**config.mk**
```make
export PLATFORM = sky130hd
export DESIGN_NAME = serial_add_sub_flat
export DESIGN_NICKNAME = d
export VERILOG_FILES = /design/src/rtl/serial_add_sub_if.sv /design/src/rtl/serial_add_sub.sv /design/src/flat_wrapper.sv
export SDC_FILE = /design/constraint.sdc
export NUM_CORES = 1
export LEC_CHECK = 0
export CAP_MARGIN = 25
export CORE_ASPECT_RATIO = 1.5
export CORE_UTILIZATION = 45
export DETAILED_ROUTE_END_ITERATION = 8
export PLACE_DENSITY = 0.84
export SETUP_SLACK_MARGIN = 0.15
export SYNTH_ARGS = -nofsm -noshare
export SYNTH_HDL_FRONTEND = slang
export SYNTH_SLANG_ARGS = --single-unit
```
**constraint.sdc**
```tcl
create_clock -name Clk -period 6.7 [get_ports Clk]
set_input_delay 1.34 -clock Clk [delete_from_list [all_inputs] [get_ports Clk]]
set_output_delay 1.34 -clock Clk [all_outputs]
set_load 0.01 [all_outputs]
```
**src/rtl/serial_add_sub_if.sv**
```systemverilog
// Bundles the operand/request and result/status signals of serial_add_sub.
// The master modport belongs to the requester; the slave modport belongs to the adder.
interface serial_add_sub_if #(
    parameter int WIDTH = 16
);
    logic             Start;
    logic [WIDTH-1:0] A;
    logic [WIDTH-1:0] B;
    logic             Sub;
    logic [WIDTH-1:0] S;
    logic             Cout;
    logic             Ovr;
    logic             Zero;
    logic             Busy;
    logic             Done;
    logic [1:0]       state_dbg;

    modport master (
        output Start, A, B, Sub,
        input  S, Cout, Ovr, Zero, Busy, Done, state_dbg
    );

    modport slave (
        input  Start, A, B, Sub,
        output S, Cout, Ovr, Zero, Busy, Done, state_dbg
    );
endinterface

```
**src/rtl/serial_add_sub.sv**
```systemverilog
// Digit-serial adder/subtractor: processes DIGIT bits per clock, LSB slice first,
// producing a WIDTH-bit result plus carry, signed-overflow and zero flags.
module serial_add_sub #(
    parameter int WIDTH = 16,
    parameter int DIGIT = 4
) (
    input  logic          Clk,
    input  logic          Rst,
    serial_add_sub_if.slave bus
);
    localparam int N     = WIDTH / DIGIT;
    localparam int CNT_W = (N > 1) ? $clog2(N) : 1;

    // Handshake: Start is a request accepted on any rising edge where Busy=0
    // (IDLE or DONE); Done is a one-cycle valid strobe for S/Cout/Ovr/Zero,
    // which then hold until the next accepted Start.
    typedef enum logic [1:0] {
        IDLE = 2'd0,
        RUN  = 2'd1,
        DONE = 2'd2
    } state_t;

    state_t           state_q, state_d;
    logic [CNT_W-1:0] cnt_q, cnt_d;
    logic             carry_q, carry_d;
    logic [WIDTH-1:0] a_q, a_d;
    logic [WIDTH-1:0] b_q, b_d;
    logic             sub_q, sub_d;
    logic [WIDTH-1:0] s_q, s_d;
    logic             cout_q, cout_d;
    logic             ovr_q, ovr_d;
    logic             zero_q, zero_d;

    logic [DIGIT-1:0]       slice_a;
    logic [DIGIT-1:0]       slice_b;
    logic [DIGIT-1:0]       slice_sum;
    logic                   slice_cmsb;
    logic                   slice_cout;
    logic [WIDTH+DIGIT-1:0] s_shift;

    assign slice_a = a_q[DIGIT-1:0];
    assign slice_b = b_q[DIGIT-1:0] ^ {DIGIT{sub_q}};

    // Ripple across one slice; the carry entering the top bit is kept for Ovr.
    always_comb begin : slice_add
        logic c;
        c          = carry_q;
        slice_sum  = '0;
        slice_cmsb = 1'b0;
        for (int i = 0; i < DIGIT; i++) begin
            if (i == DIGIT - 1) slice_cmsb = c;
            slice_sum[i] = slice_a[i] ^ slice_b[i] ^ c;
            c = (slice_a[i] & slice_b[i]) | (c & (slice_a[i] ^ slice_b[i]));
        end
        slice_cout = c;
    end

    // New slice enters at the top of S; after N slices it sits fully aligned.
    assign s_shift = {slice_sum, s_q};

    always_comb begin
        state_d = state_q;
        cnt_d   = cnt_q;
        carry_d = carry_q;
        a_d     = a_q;
        b_d     = b_q;
        sub_d   = sub_q;
        s_d     = s_q;
        cout_d  = cout_q;
        ovr_d   = ovr_q;
        zero_d  = zero_q;
        case (state_q)
            IDLE, DONE: begin
                if (bus.Start) begin
                    a_d     = bus.A;
                    b_d     = bus.B;
                    sub_d   = bus.Sub;
                    carry_d = bus.Sub;
                    cnt_d   = '0;
                    state_d = RUN;
                end else begin
                    state_d = IDLE;
                end
            end
            RUN: begin
                a_d     = a_q >> DIGIT;
                b_d     = b_q >> DIGIT;
                carry_d = slice_cout;
                s_d     = s_shift[WIDTH+DIGIT-1:DIGIT];
                cnt_d   = cnt_q + CNT_W'(1);
                if (cnt_q == CNT_W'(N - 1)) begin
                    state_d = DONE;
                    cout_d  = slice_cout;
                    ovr_d   = slice_cmsb ^ slice_cout;
                    zero_d  = (s_d == '0);
                end
            end
            default: state_d = IDLE;
        endcase
    end

    always_ff @(posedge Clk) begin
        if (Rst) begin
            state_q <= IDLE;
            cnt_q   <= '0;
            carry_q <= 1'b0;
            a_q     <= '0;
            b_q     <= '0;
            sub_q   <= 1'b0;
            s_q     <= '0;
            cout_q  <= 1'b0;
            ovr_q   <= 1'b0;
            zero_q  <= 1'b1;
        end else begin
            state_q <= state_d;
            cnt_q   <= cnt_d;
            carry_q <= carry_d;
            a_q     <= a_d;
            b_q     <= b_d;
            sub_q   <= sub_d;
            s_q     <= s_d;
            cout_q  <= cout_d;
            ovr_q   <= ovr_d;
            zero_q  <= zero_d;
        end
    end

    assign bus.S         = s_q;
    assign bus.Cout      = cout_q;
    assign bus.Ovr       = ovr_q;
    assign bus.Zero      = zero_q;
    assign bus.Busy      = (state_q == RUN);
    assign bus.Done      = (state_q == DONE);
    assign bus.state_dbg = state_q;
endmodule

```
**src/flat_wrapper.sv**
```systemverilog
// flat-port wrapper written by rule: the top's interface ports become plain ports
module serial_add_sub_flat 
#(
    parameter int WIDTH = 16,
    parameter int DIGIT = 4
)
  (Clk, Rst, bus_Start, bus_A, bus_B, bus_Sub, bus_S, bus_Cout, bus_Ovr, bus_Zero, bus_Busy, bus_Done, bus_state_dbg);
  serial_add_sub_if #(.WIDTH(WIDTH)) bus_i ();
  input  logic Clk;
  input  logic Rst;
  input wire logic [$bits(bus_i.Start)-1:0] bus_Start;
  input wire logic [$bits(bus_i.A)-1:0] bus_A;
  input wire logic [$bits(bus_i.B)-1:0] bus_B;
  input wire logic [$bits(bus_i.Sub)-1:0] bus_Sub;
  output wire logic [$bits(bus_i.S)-1:0] bus_S;
  output wire logic [$bits(bus_i.Cout)-1:0] bus_Cout;
  output wire logic [$bits(bus_i.Ovr)-1:0] bus_Ovr;
  output wire logic [$bits(bus_i.Zero)-1:0] bus_Zero;
  output wire logic [$bits(bus_i.Busy)-1:0] bus_Busy;
  output wire logic [$bits(bus_i.Done)-1:0] bus_Done;
  output wire logic [$bits(bus_i.state_dbg)-1:0] bus_state_dbg;
  assign bus_i.Start = bus_Start;
  assign bus_i.A = bus_A;
  assign bus_i.B = bus_B;
  assign bus_i.Sub = bus_Sub;
  assign bus_S = bus_i.S;
  assign bus_Cout = bus_i.Cout;
  assign bus_Ovr = bus_i.Ovr;
  assign bus_Zero = bus_i.Zero;
  assign bus_Busy = bus_i.Busy;
  assign bus_Done = bus_i.Done;
  assign bus_state_dbg = bus_i.state_dbg;
  serial_add_sub #(.WIDTH(WIDTH), .DIGIT(DIGIT)) u_core (.Clk(Clk), .Rst(Rst), .bus(bus_i));
endmodule
```
Word level (Yosys, flattened, before mapping)

Cells that the tools add are included.

Flip-flop bits (word level): 57
Output and inout bits: 23
Logic and storage cells: 56

Add/subtract/negate cells: 1
Equality and inequality tests: 5
Multiplexer cells: 11
Bitwise logic cells: 22
Reductions and logical operators: 7

Operators by type and width:

| cell                                                 | number |
|---|---|
| case mux 16 bit (2 select lines)                     | 2 |
| 2-to-1 mux 16 bit                                    | 2 |
| logical NOT 16 bit                                   | 1 |
| XOR 1 bit                                            | 9 |
| bitwise AND 1 bit                                    | 8 |
| case mux 2 bit (2 select lines)                      | 2 |
| AND reduction 2 bit                                  | 3 |
| equality test 2 bit (second input constant)          | 2 |
| 2-to-1 mux 2 bit                                     | 2 |
| OR 1 bit                                             | 4 |
| XOR 4 bit                                            | 1 |
| adder 2 x 1 -> 2 bit (second input constant)         | 1 |
| equality test 2 x 1 -> 1 bit (second input constant) | 1 |
| logical NOT 2 bit                                    | 1 |
| 2-to-1 mux 1 bit                                     | 2 |
| != test 2 x 1 -> 1 bit (second input constant)       | 1 |
| != test 2 bit (second input constant)                | 1 |
| case mux 1 bit (2 select lines)                      | 1 |
| nonzero test 2 bit                                   | 1 |
| OR reduction 2 bit                                   | 1 |

Depth between registers and ports, before layout

Gate-level depths: netlist of run 1.

Word-level depth: 11
Mapped depth: 11
Depth with buffers taken out: 10

Least setup slack after synthesis of run 1

No wires, ideal clock.

Kind: reg-to-reg
Start point: register u_core.sub_q
End point: register u_core.zero_q (netlist: u_core.bus.Zero)
Setup time: 87 ps
Arrival: 2830 ps
Required time: 6613 ps
Slack: 3783 ps
Cell stages (with the launch flop): 12
Period minus slack after synthesis: 2917 ps
Cell sequence: dfxtp_1 clkbuf_1 xor2_1 fa_1 inv_1 fa_1 fa_1 inv_1 fa_1 nor4_1 nand2_1 o31ai_1

Word-level cells in the longest chain between the ends: 10

RTL lines:

| what                         | RTL line              | source |
|---|---|---|
| start, declared              | serial_add_sub.sv:28  | `logic sub_q, sub_d;` |
| start signal, assigned       | serial_add_sub.sv:120 | `sub_q <= sub_d;` |
| XOR 4 bit (*)                | serial_add_sub.sv:42  | `assign slice_b = b_q[DIGIT-1:0] ^ {DIGIT{sub_q}};` |
| XOR 1 bit                    | serial_add_sub.sv:53  | `c = (slice_a[i] & slice_b[i]) \| (c & (slice_a[i] ^ slice_b[i]));` |
| bitwise AND 1 bit            | serial_add_sub.sv:53  |  |
| OR 1 bit                     | serial_add_sub.sv:53  |  |
| bitwise AND 1 bit            | serial_add_sub.sv:53  |  |
| OR 1 bit                     | serial_add_sub.sv:53  |  |
| bitwise AND 1 bit            | serial_add_sub.sv:53  |  |
| OR 1 bit                     | serial_add_sub.sv:53  |  |
| XOR 1 bit (*)                | serial_add_sub.sv:52  | `slice_sum[i] = slice_a[i] ^ slice_b[i] ^ c;` |
| named net u_core.s_shift[19] | serial_add_sub.sv:39  | `logic [WIDTH+DIGIT-1:0] s_shift;` |
| logical NOT 16 bit (*)       | serial_add_sub.sv:95  | `zero_d = (s_d == '0);` |
| end signal, assigned         | serial_add_sub.sv:124 | `zero_q <= zero_d;` |
| end, declared                | serial_add_sub.sv:32  | `logic zero_q, zero_d;` |

Mark *: on every way through the listed nets, which the timed path passes. The rest lies on a longest branch.
A chain may end at the register's enable or synchronous reset.

Final worst setup path of run 1

Start point: register u_core.state_q[1] (netlist: u_core.bus.state_dbg[1])
End point: output bus_Busy

Word-level cells in the longest chain between the ends: 1

RTL lines:

| what                         | RTL line              | source |
|---|---|---|
| start, declared              | serial_add_sub.sv:23  | `state_t state_q, state_d;` |
| start signal, assigned       | serial_add_sub.sv:115 | `state_q <= state_d;` |
| equality test 2 x 1 -> 1 bit | serial_add_sub.sv:132 | `assign bus.Busy = (state_q == RUN);` |
| end, declared                | flat_wrapper.sv:19    | `output wire logic [$bits(bus_i.Busy)-1:0] bus_Busy;` |

Every way passes these cells.

==> impl_metrics.csv, run 1 <==
group,metric,value,unit
die,die_y,93.7,µm
cts,insertion_delay,330,ps
timing,fmax,275,MHz
critical_path,critPathMaxStageDelay,560,ps
yosys,ys_ff_latch,57,
timing,setup_ws,3060,ps
timing,tns,0,ps
final_layout,antenna_cells,0,
critical_path,cp-end-kind,"output port",
timing,finalClockSkew,5.58,ps
critical_path,crit_family,"buffers and inverters",
timing,slew_violations,0,
detailed_routing,drc,0,
yosys,syn_area,2520,µm²
critical_path,rrSetupSlack,3610,ps
place,dp_hpwl,3.50,mm
yosys,synth.distinct_cells,27,
global_routing,gr-total-overflow,0,
cts,root_buffer,"clkbuf_8",
timing,rsz0062_at_grt,"false",
timing,holdWs,454,ps
final_layout,utilization,58.4,%
global_routing,track_usage,19.7,%
critical_path,r2r_start,"u_core.sub_q",
die,design.die.area,5910,µm²
place,preCtsSetupSlack,3440,ps
critical_path,r2r_end,"u_core.bus.Zero",
detailed_routing,final_antenna_net_count,0,
min_path,worst_hold_path.endpoint,"u_core.bus.S[3]",
die,rows,33,
pwr,pwr-share-clk,40.0,%
yosys,synth_area_leaders,"dfxtp_1 (45%), nand2_1 (13%), a311oi_1 (8.3%)",
run_status,outcome,"finished clean",
cts,cts_tree,"built",
timing,worst_pin_slew,995,ps
place,place_congestion,0.776,
critical_path,r2r_cells,10,
min_path,hold_class,"register to register",
place,portBuffers,58,
yosys,synth_top_area_cell,"dfxtp_1",
pwr,p_comb_share,15.1,%
detailed_routing,drt-initial-drc-count,123,
detailed_routing,first_pass_iters,4,
cts,post_cts_resized,0,
critical_path,worst-path-buf-inv,3,
global_routing,grt_max_degree,76,
detailed_routing,wire_per_inst,12.8,µm
die,ios,59,
pwr,powerDensity,264,nW/µm²
global_routing,grt_pass1_wl,8.95,mm
pwr,power.switching,0.213,mW
pwr,finalPower,0.841,mW
cts,clock_path_buffers,2,
critical_path,startpoint_type,"register",
final_layout,layout.cells.non_filler,418,
critical_path,required,5360,ps
critical_path,cp_cell_sequence,"nand2b_2 > buf_4 > inv_2 > clkdlybuf4s50_1",
yosys,synth_nets,353,
cts,htreeDepth,3,
timing,hold_viol,0,
yosys,yosysMostFrequentCell,"nand2_1",
final_layout,final_cell_area,3180,µm²
yosys,synth_top_cell_area_share,45.3,%
final_layout,syn_to_final_growth,26.2,%
yosys,syn-mean-instance-area,8.08,µm²
detailed_routing,viasPerCell,5.16,
global_routing,grt_pass1_vias,1984,
yosys,synthCells,312,
detailed_routing,wirelength,5.35,mm
global_routing,antenna_found_initial,0,
pwr,p_int,0.629,mW
critical_path,cp_max_fo,75,
critical_path,critical_path.slowest_cell,"clkdlybuf4s50_1",
pwr,power.leakage,1.18,nW
die,dieWidth,63.1,µm
pwr,peakVddDrop,0.153,mV
cts,numCtsBuffers,9,
timing,setup_viol,0,
die,core_area,5450,µm²
yosys,ys_seq_area_share,45.3,%
place,dpl.cell_count,402,
yosys,synth_edf_count,0,
timing,fin_crit,3640,ps
cts,clk_pin_slew,60,ps
detailed_routing,via_count,2156,
yosys,async_flop_share,0,%
min_path,hold_path_depth,2,
pwr,power.share.sequential,44.9,%
cts,clock-sinks,57,
final_layout,finalNetCount,384,
final_layout,fillCellCount,497,
place,place_area,2970,µm²
timing,relSlewSlack,33.7,%
pwr,switching_share,25.3,%
timing,finalCritPeriodShare,54.3,%
flow_run,drv_cap,0,
cts,postCtsSetupRepairBufs,0,
critical_path,worst-setup-path-type,"register to output port",
cts,holdBufCountCts,0,
min_path,min_from,"u_core.bus.S[3]",
yosys,synthFlopType,"dfxtp_1",
die,start_util,46.3,%
yosys,synth_common_cells,"nand2_1 (90), dfxtp_1 (57), nor2_1 (30), a21oi_1 (27), a311oi_1 (24)",
critical_path,cp.arrival,2300,ps
final_layout,drive_above_1_share,6.61,%
yosys,yosys_warnings,0,
## power groups by stage
stage	combinational (mW)	sequential, mW	clock, mW
6_report	0.127	0.378	0.336
5_1_grt	0.142	0.381	0.359
4_1_cts	0.128	0.378	0.343
3_5_place_dp	0.127	0.385	0
3_3_place_gp	0.122	0.384	0
2_1_floorplan	0.0899	0.381	0
## per-layer routing
| layer | part of all wire [%] | up-vias | global-route usage (%) |
|---|---|---|---|
| met5 | 0 | - | 0 |
| met4 | 2.7 | 0 | 10.7 |
| met3 | 3.7 | 11 | 5.10 |
| met2 | 52 | 54 | 32.3 |
| met1 | 41 | 999 | 23.2 |
| li1 | - | 1092 | - |
## worst max-delay path by stage
stage / end / startpoint / depth (start not counted) / slack, ps
5_1_grt: bus_Busy / u_core.bus.state_dbg[1] / 4 / 2920
6_report: bus_Busy / u_core.bus.state_dbg[1] / 4 / 3060
2_1_floorplan: u_core.bus.Zero / u_core.sub_q / 11 / 3780
4_1_cts: bus_Busy / u_core.bus.state_dbg[1] / 4 / 3080
3_5_place_dp: bus_Busy / u_core.bus.state_dbg[1] / 4 / 3440
3_3_place_gp: u_core.a_q[0] / bus_Start / 4 / 3400
## worst reg2reg max path: stages (launching register included)
cell and delay [ps]:
dfxtp_1 460, xor2_1 240, fa_1 200, inv_1 50, fa_1 410, fa_1 440, inv_1 100, fa_1 450
nor4_1 340, nand2_1 100, o31ai_1 210
## area by class of cell
cell class	count	area [µm²]	share of cell area, %
Tap cell	70	87.6	2.75
Sequential cell	57	1140	35.9
Clock buffer	9	124	3.89
Multi-Input combinational cell	209	1110	34.8
Clock inverter	7	85.1	2.67
Timing Repair Buffer	61	618	19.4
Inverter	5	18.8	0.590
## sequential cells by signal, indices dropped and copies added (netlist names)
register	flops
u_core.b_q	16
u_core.a_q	16
u_core.bus.Zero	1
u_core.bus.state_dbg	2
u_core.cnt_q	2
u_core.bus.Cout	1
u_core.bus.Ovr	1
u_core.bus.S	16
u_core.sub_q	1
u_core.carry_q	1
## layout by cell type (no fill, tap or decap), types with 4 or more instances in the layout
| cell | Yosys | layout |
|---|---|---|
| inv_1 | 4 | 4 |
| a311oi_1 | 24 | 24 |
| nand3_1 | 12 | 12 |
| dfxtp_1 | 57 | 57 |
| nand2_1 | 90 | 90 |
| nor2_1 | 30 | 30 |
| clkdlybuf4s50_1 | 0 | 57 |
| fa_1 | 4 | 4 |
| a21oi_1 | 27 | 27 |
| clkinv_2 | 0 | 5 |
| clkbuf_8 | 0 | 9 |
## kinds of logic after synthesis
| kind of cell | count (synthesis) | synth area share (%) |
|---|---|---|
| and+or+nand+nor | 142 | 22.9 |
| DFF | 57 | 45.3 |
| AOI/OAI and AO/OA | 56 | 15.1 |
| buffers and inverters | 46 | 10.9 |
| xor gates and xnor gates | 5 | 1.74 |
| adders and majority gates | 5 | 3.67 |
| muxes | 1 | 0.397 |
(Power assumes the default switching activity.)
==> inputs of run 2 (changes only) <==
- clock period: 6.7 -> 3.7 ns (I/O delays scaled with it)
==> run 2 against run 1 <==
Against the previous run:
- sequential power is 81% higher
- largest cell class unchanged
- routed wire length is 1.2% higher
- hold slack worse by 1.1 ps
- global-route usage is 0.86 points higher
==> impl_metrics.csv, run 2 (synthesis gave the netlist of run 1 again) <==
group,metric,value,unit
critical_path,required,3960,ps
final_layout,drive_above_1_share,6.61,%
die,dieWidth,63.1,µm
cts,holdBufCountCts,0,
pwr,switching_share,23.9,%
min_path,min_from,"u_core.bus.S[3]",
final_layout,antenna_cells,0,
final_layout,final_common_cell,"nand2_1",
detailed_routing,wl_met3,191,µm
place,portBuffers,58,
global_routing,grt_pass1_wl,9.26,mm
min_path,hold_class,"register to register",
global_routing,gr-total-overflow,0,
timing,setup_ws,724,ps
timing,hold_viol,0,
detailed_routing,wire_per_inst,12.9,µm
detailed_routing,drc,0,
pwr,power.leakage,1.19,nW
run_status,outcome,"finished clean",
pwr,pwr-share-clk,45.2,%
timing,worst_pin_slew,991,ps
timing,rsz0062_at_grt,"false",
cts,clock_path_buffers,2,
place,place_congestion,0.757,
pwr,finalPower,1.66,mW
timing,relSlewSlack,33.9,%
critical_path,r2r_end,"u_core.bus.Zero",
flow_run,drv_cap,0,
critical_path,startpoint_type,"register",
detailed_routing,wirelength,5.41,mm
detailed_routing,viasPerCell,5.23,
critical_path,rrSetupSlack,720,ps
detailed_routing,drt-initial-drc-count,131,
pwr,power.switching,0.398,mW
cts,postCtsSetupRepairBufs,0,
cts,post_cts_resized,0,
final_layout,syn_to_final_growth,27.5,%
cts,clk_pin_slew,60,ps
die,design.die.area,5910,µm²
critical_path,r2r_start,"u_core.sub_q",
detailed_routing,via_count,2188,
cts,insertion_delay,340,ps
global_routing,antenna_found_initial,0,
die,die_y,93.7,µm
critical_path,cp.arrival,3230,ps
die,ios,59,
global_routing,track_usage,20.6,%
critical_path,cp-end-kind,"register",
timing,slew_violations,0,
die,core_area,5450,µm²
pwr,p_int,1.26,mW
min_path,hold_path_depth,2,
cts,htreeDepth,3,
pwr,powerDensity,517,nW/µm²
cts,clock-sinks,57,
timing,fmax,336,MHz
timing,tns,0,ps
pwr,peakVddDrop,0.277,mV
die,start_util,46.3,%
timing,setup_viol,0,
global_routing,grt_pass1_vias,2047,
cts,root_buffer,"clkbuf_8",
timing,fin_crit,2980,ps
cts,numCtsBuffers,9,
min_path,worst_hold_path.endpoint,"u_core.bus.S[3]",
critical_path,worst-setup-path-type,"register to register",
detailed_routing,routed.top_layer,"met4",
detailed_routing,final_antenna_net_count,0,
die,rows,33,
detailed_routing,route.met2.wl,2.74,mm
place,preCtsSetupSlack,725,ps
critical_path,cp_max_fo,5,
pwr,power.share.sequential,41.2,%
pwr,p_comb_share,13.6,%
critical_path,r2r_cells,10,
detailed_routing,first_pass_iters,4,
final_layout,finalNetCount,384,
detailed_routing,wl_met1,2.29,mm
cts,cts_tree,"built",
global_routing,grt_max_degree,75,
timing,finalCritPeriodShare,80.4,%
timing,finalClockSkew,7.98,ps
final_layout,final_cell_mix,"nand2_1 (90), clkdlybuf4s50_1 (57), dfxtp_1 (57)",
place,dp_hpwl,3.58,mm
## run 2: cell count changes in the layout (fill, tap and decap cells not counted), sizes merged
cell and delta:
clkinv -5, bufinv +1, clkinvlp +1, clkbuf +3
## run 2: layout make-up
type	count	area (µm²)
fillers	503	2230
flip-flops and latches	57	1140
multi-input cells	209	1110
repair buffers	61	598
clock buffers	12	165
clock inverters	4	97.6
well taps	70	87.6
inverters	5	18.8
## run 2: layer usage
metal  up-vias  GRT usage, %
li1       1091             -
met1      1015          23.3
met2        68          33.9
met3        14          3.76
met4         0          15.7
met5         -             0
## run 2: worst max path at each step
| stage | from | end | slack (ps) | depth (start not counted) |
|---|---|---|---|---|
| detailed placement | u_core.sub_q | u_core.bus.Zero | 730 | 10 |
| finish | u_core.sub_q | u_core.bus.Zero | 720 | 10 |
| floorplan | u_core.sub_q | u_core.bus.Zero | 780 | 11 |
| global route | u_core.sub_q | u_core.bus.Zero | 450 | 10 |
| CTS | u_core.sub_q | u_core.bus.Zero | 710 | 10 |
| global placement | u_core.sub_q | u_core.bus.Zero | 820 | 10 |
## run 2: stage by stage
stage / util [%] / hold WS, ps / std cells / instance area [µm²]
after floorplan: - / 437 / 312 / 2520
after global placement: 54.2 / 443 / 402 / 2950
after detailed placement: 54.2 / 446 / 402 / 2950
after CTS: 59.0 / 455 / 418 / 3220
after global routing: 59.0 / 490 / 418 / 3220
final: 59.0 / 453 / 418 / 3220
## run 2: power groups by stage
| stage | clock, mW | sequential (mW) | combinational, mW |
|---|---|---|---|
| after floorplan | 0 | 0.689 | 0.163 |
| after global placement | 0 | 0.695 | 0.221 |
| after detailed placement | 0 | 0.697 | 0.226 |
| final | 0.752 | 0.684 | 0.226 |
| after CTS | 0.761 | 0.684 | 0.227 |
| after global routing | 0.791 | 0.690 | 0.255 |
## run 2: critical path, stage by stage (launching register included)
cell and delay [ps]:
dfxtp_1 450, xor2_1 230, fa_1 200, inv_1 60, fa_1 410, fa_1 450
inv_1 100, fa_1 430, nor4_1 270, nand2_1 90, o31ai_1 210
==> inputs of run 3 (changes only) <==
- PLACE_DENSITY: 0.84 -> 0.87
- clock period: 3.7 -> 2.6 ns (I/O delays scaled with it)
==> run 3 against run 2 <==
Against the previous run:
- via count up 2.1%
- die area unchanged
- non-clock buffer count up 3
- sequential share of layout area up 0.83 points
- first-iteration DRC count up 28%
- maximum frequency up 19%
- hold slack better by 2.1 ps
- global-route usage up 0.29 points
- sequential power up 43%
- clock skew down 2.2 ps
- combinational power up 49%
==> impl_metrics.csv, run 3 (synthesis gave the netlist of run 1 again) <==
group,metric,value,unit
min_path,worst_hold_path.endpoint,"u_core.bus.S[1]",
timing,finalClockSkew,5.83,ps
global_routing,grt_max_degree,75,
global_routing,grt_pass1_wl,9.26,mm
critical_path,r2r_start,"u_core.sub_q",
die,dieWidth,63.1,µm
detailed_routing,via_count,2235,
detailed_routing,final_antenna_net_count,0,
cts,insertion_delay,330,ps
flow_run,drv_cap,0,
global_routing,grt_pass1_vias,2076,
critical_path,cp_max_fo,2,
critical_path,cp.arrival,2740,ps
final_layout,finalNetCount,387,
timing,finalCritPeriodShare,95.9,%
critical_path,r2r_end,"u_core.bus.Zero",
detailed_routing,drc,0,
detailed_routing,wirelength,5.67,mm
die,start_util,46.3,%
final_layout,multiInputGateArea,1120,µm²
final_layout,drive_above_1_share,7.71,%
global_routing,met3_usage,5.58,%
detailed_routing,viasPerCell,5.32,
global_routing,track_usage,20.8,%
global_routing,gr-total-overflow,0,
timing,relSlewSlack,53.5,%
die,ios,59,
pwr,powerDensity,633,nW/µm²
cts,holdBufCountCts,0,
critical_path,rrSetupSlack,110,ps
global_routing,use_met1,22.9,%
timing,rsz0062_at_grt,"true",
cts,htreeDepth,3,
critical_path,r2r_cells,10,
timing,hold_viol,0,
cts,root_buffer,"clkbuf_8",
place,dp_hpwl,3.82,mm
timing,fmax,401,MHz
timing,slew_violations,0,
cts,cts_tree,"built",
global_routing,top_usage_layer,"met2",
cts,clock-sinks,57,
detailed_routing,drt-initial-drc-count,168,
cts,postCtsSetupRepairBufs,0,
final_layout,fillCellCount,514,
final_layout,register_area,1140,µm²
pwr,peakVddDrop,0.335,mV
timing,setup_ws,106,ps
die,design.die.area,5910,µm²
timing,setup_viol,0,
final_layout,antenna_cells,0,
final_layout,final_common_cell,"nand2_1",
place,preCtsSetupSlack,86.9,ps
place,portBuffers,58,
detailed_routing,first_pass_iters,4,
timing,fin_crit,2490,ps
die,rows,33,
timing,worst_pin_slew,698,ps
critical_path,startpoint_type,"register",
timing,tns,0,ps
pwr,power.leakage,1.15,nW
min_path,hold_path_depth,2,
final_layout,syn_to_final_growth,24.9,%
cts,clk_pin_slew,60,ps
timing,holdWs,455,ps
cts,numCtsBuffers,9,
critical_path,required,2850,ps
die,core_area,5450,µm²
critical_path,worst-setup-path-type,"register to register",
cts,clock_path_buffers,2,
global_routing,met2_usage,33.8,%
critical_path,cp-end-kind,"register",
min_path,min_from,"u_core.bus.S[1]",
global_routing,antenna_found_initial,0,
final_layout,utilization,57.8,%
run_status,outcome,"finished clean",
final_layout,final_cell_mix,"nand2_1 (90), clkdlybuf4s50_1 (57), dfxtp_1 (55)",
place,place_congestion,0.781,
detailed_routing,wire_per_inst,13.5,µm
die,die_y,93.7,µm
min_path,hold_class,"register to register",
==> run 3: worst max-delay path by stage <==
stage,startpoint,end,slack [ps],cells after the start
5_1_grt,u_core.sub_q,u_core.bus.Zero,40,10
3_3_place_gp,u_core.sub_q,u_core.bus.Zero,190,10
6_report,u_core.sub_q,u_core.bus.Zero,110,10
4_1_cts,u_core.sub_q,u_core.bus.Zero,70,10
3_5_place_dp,u_core.sub_q,u_core.bus.Zero,90,10
2_1_floorplan,u_core.sub_q,u_core.bus.Zero,160,11
==> run 3: power by group <==
group | internal (mW) | total [mW] | leakage (nW) | switching (mW)
Sequential | 0.934 | 0.976 | 0.468 | 0.0416
Clock | 0.368 | 0.682 | 0.0778 | 0.314
Combinational | 0.159 | 0.336 | 0.607 | 0.178
Total | 1.46 | 1.99 | 1.15 | 0.533
==> run 3: what timing repair did <==
| item | CTS | global route |
|---|---|---|
| cloned | 0 | 0 |
| hold endpoints to repair | 0 | 0 |
| gates resized for setup | 0 | 2 |
| setup endpoints to repair | 1 | 1 |
==> run 3: worst max-delay path, stage by stage (launching register included) <==
cell and delay, ps:
dfxtp_2 350, xor2_2 150, fa_2 210, inv_1 50, fa_2 330, fa_2 360
inv_2 70, fa_1 450, nor4_1 190, nand2_1 80, o31ai_1 180
==> run 3: final cells by class <==
type                       instances  share of cell area [%]
sequential                        57                    36.3
clock buffer                      15                    4.97
inverter                           5                   0.596
timing repair buffer              64                    19.7
multi-input combinational        209                    35.6
tap                               70                    2.78
==> run 3: per-layer routing <==
metal | share of wire (%) | wire, µm | up-vias
met4 | 4.4 | 248 | 0
met5 | 0 | 0 | -
met3 | 4.8 | 272 | 19
li1 | - | - | 1099
met1 | 41 | 2330 | 1037
met2 | 50 | 2820 | 80
==> run 3: through the flow <==
step / power (mW) / area (µm²) / std cells
after floorplan: 1.22 / 2550 / 312
after CTS: 2.00 / 3150 / 420
final: 1.99 / 3150 / 420
after global placement: 1.31 / 2990 / 405
after global routing: 2.09 / 3150 / 420
after detailed placement: 1.33 / 2990 / 405
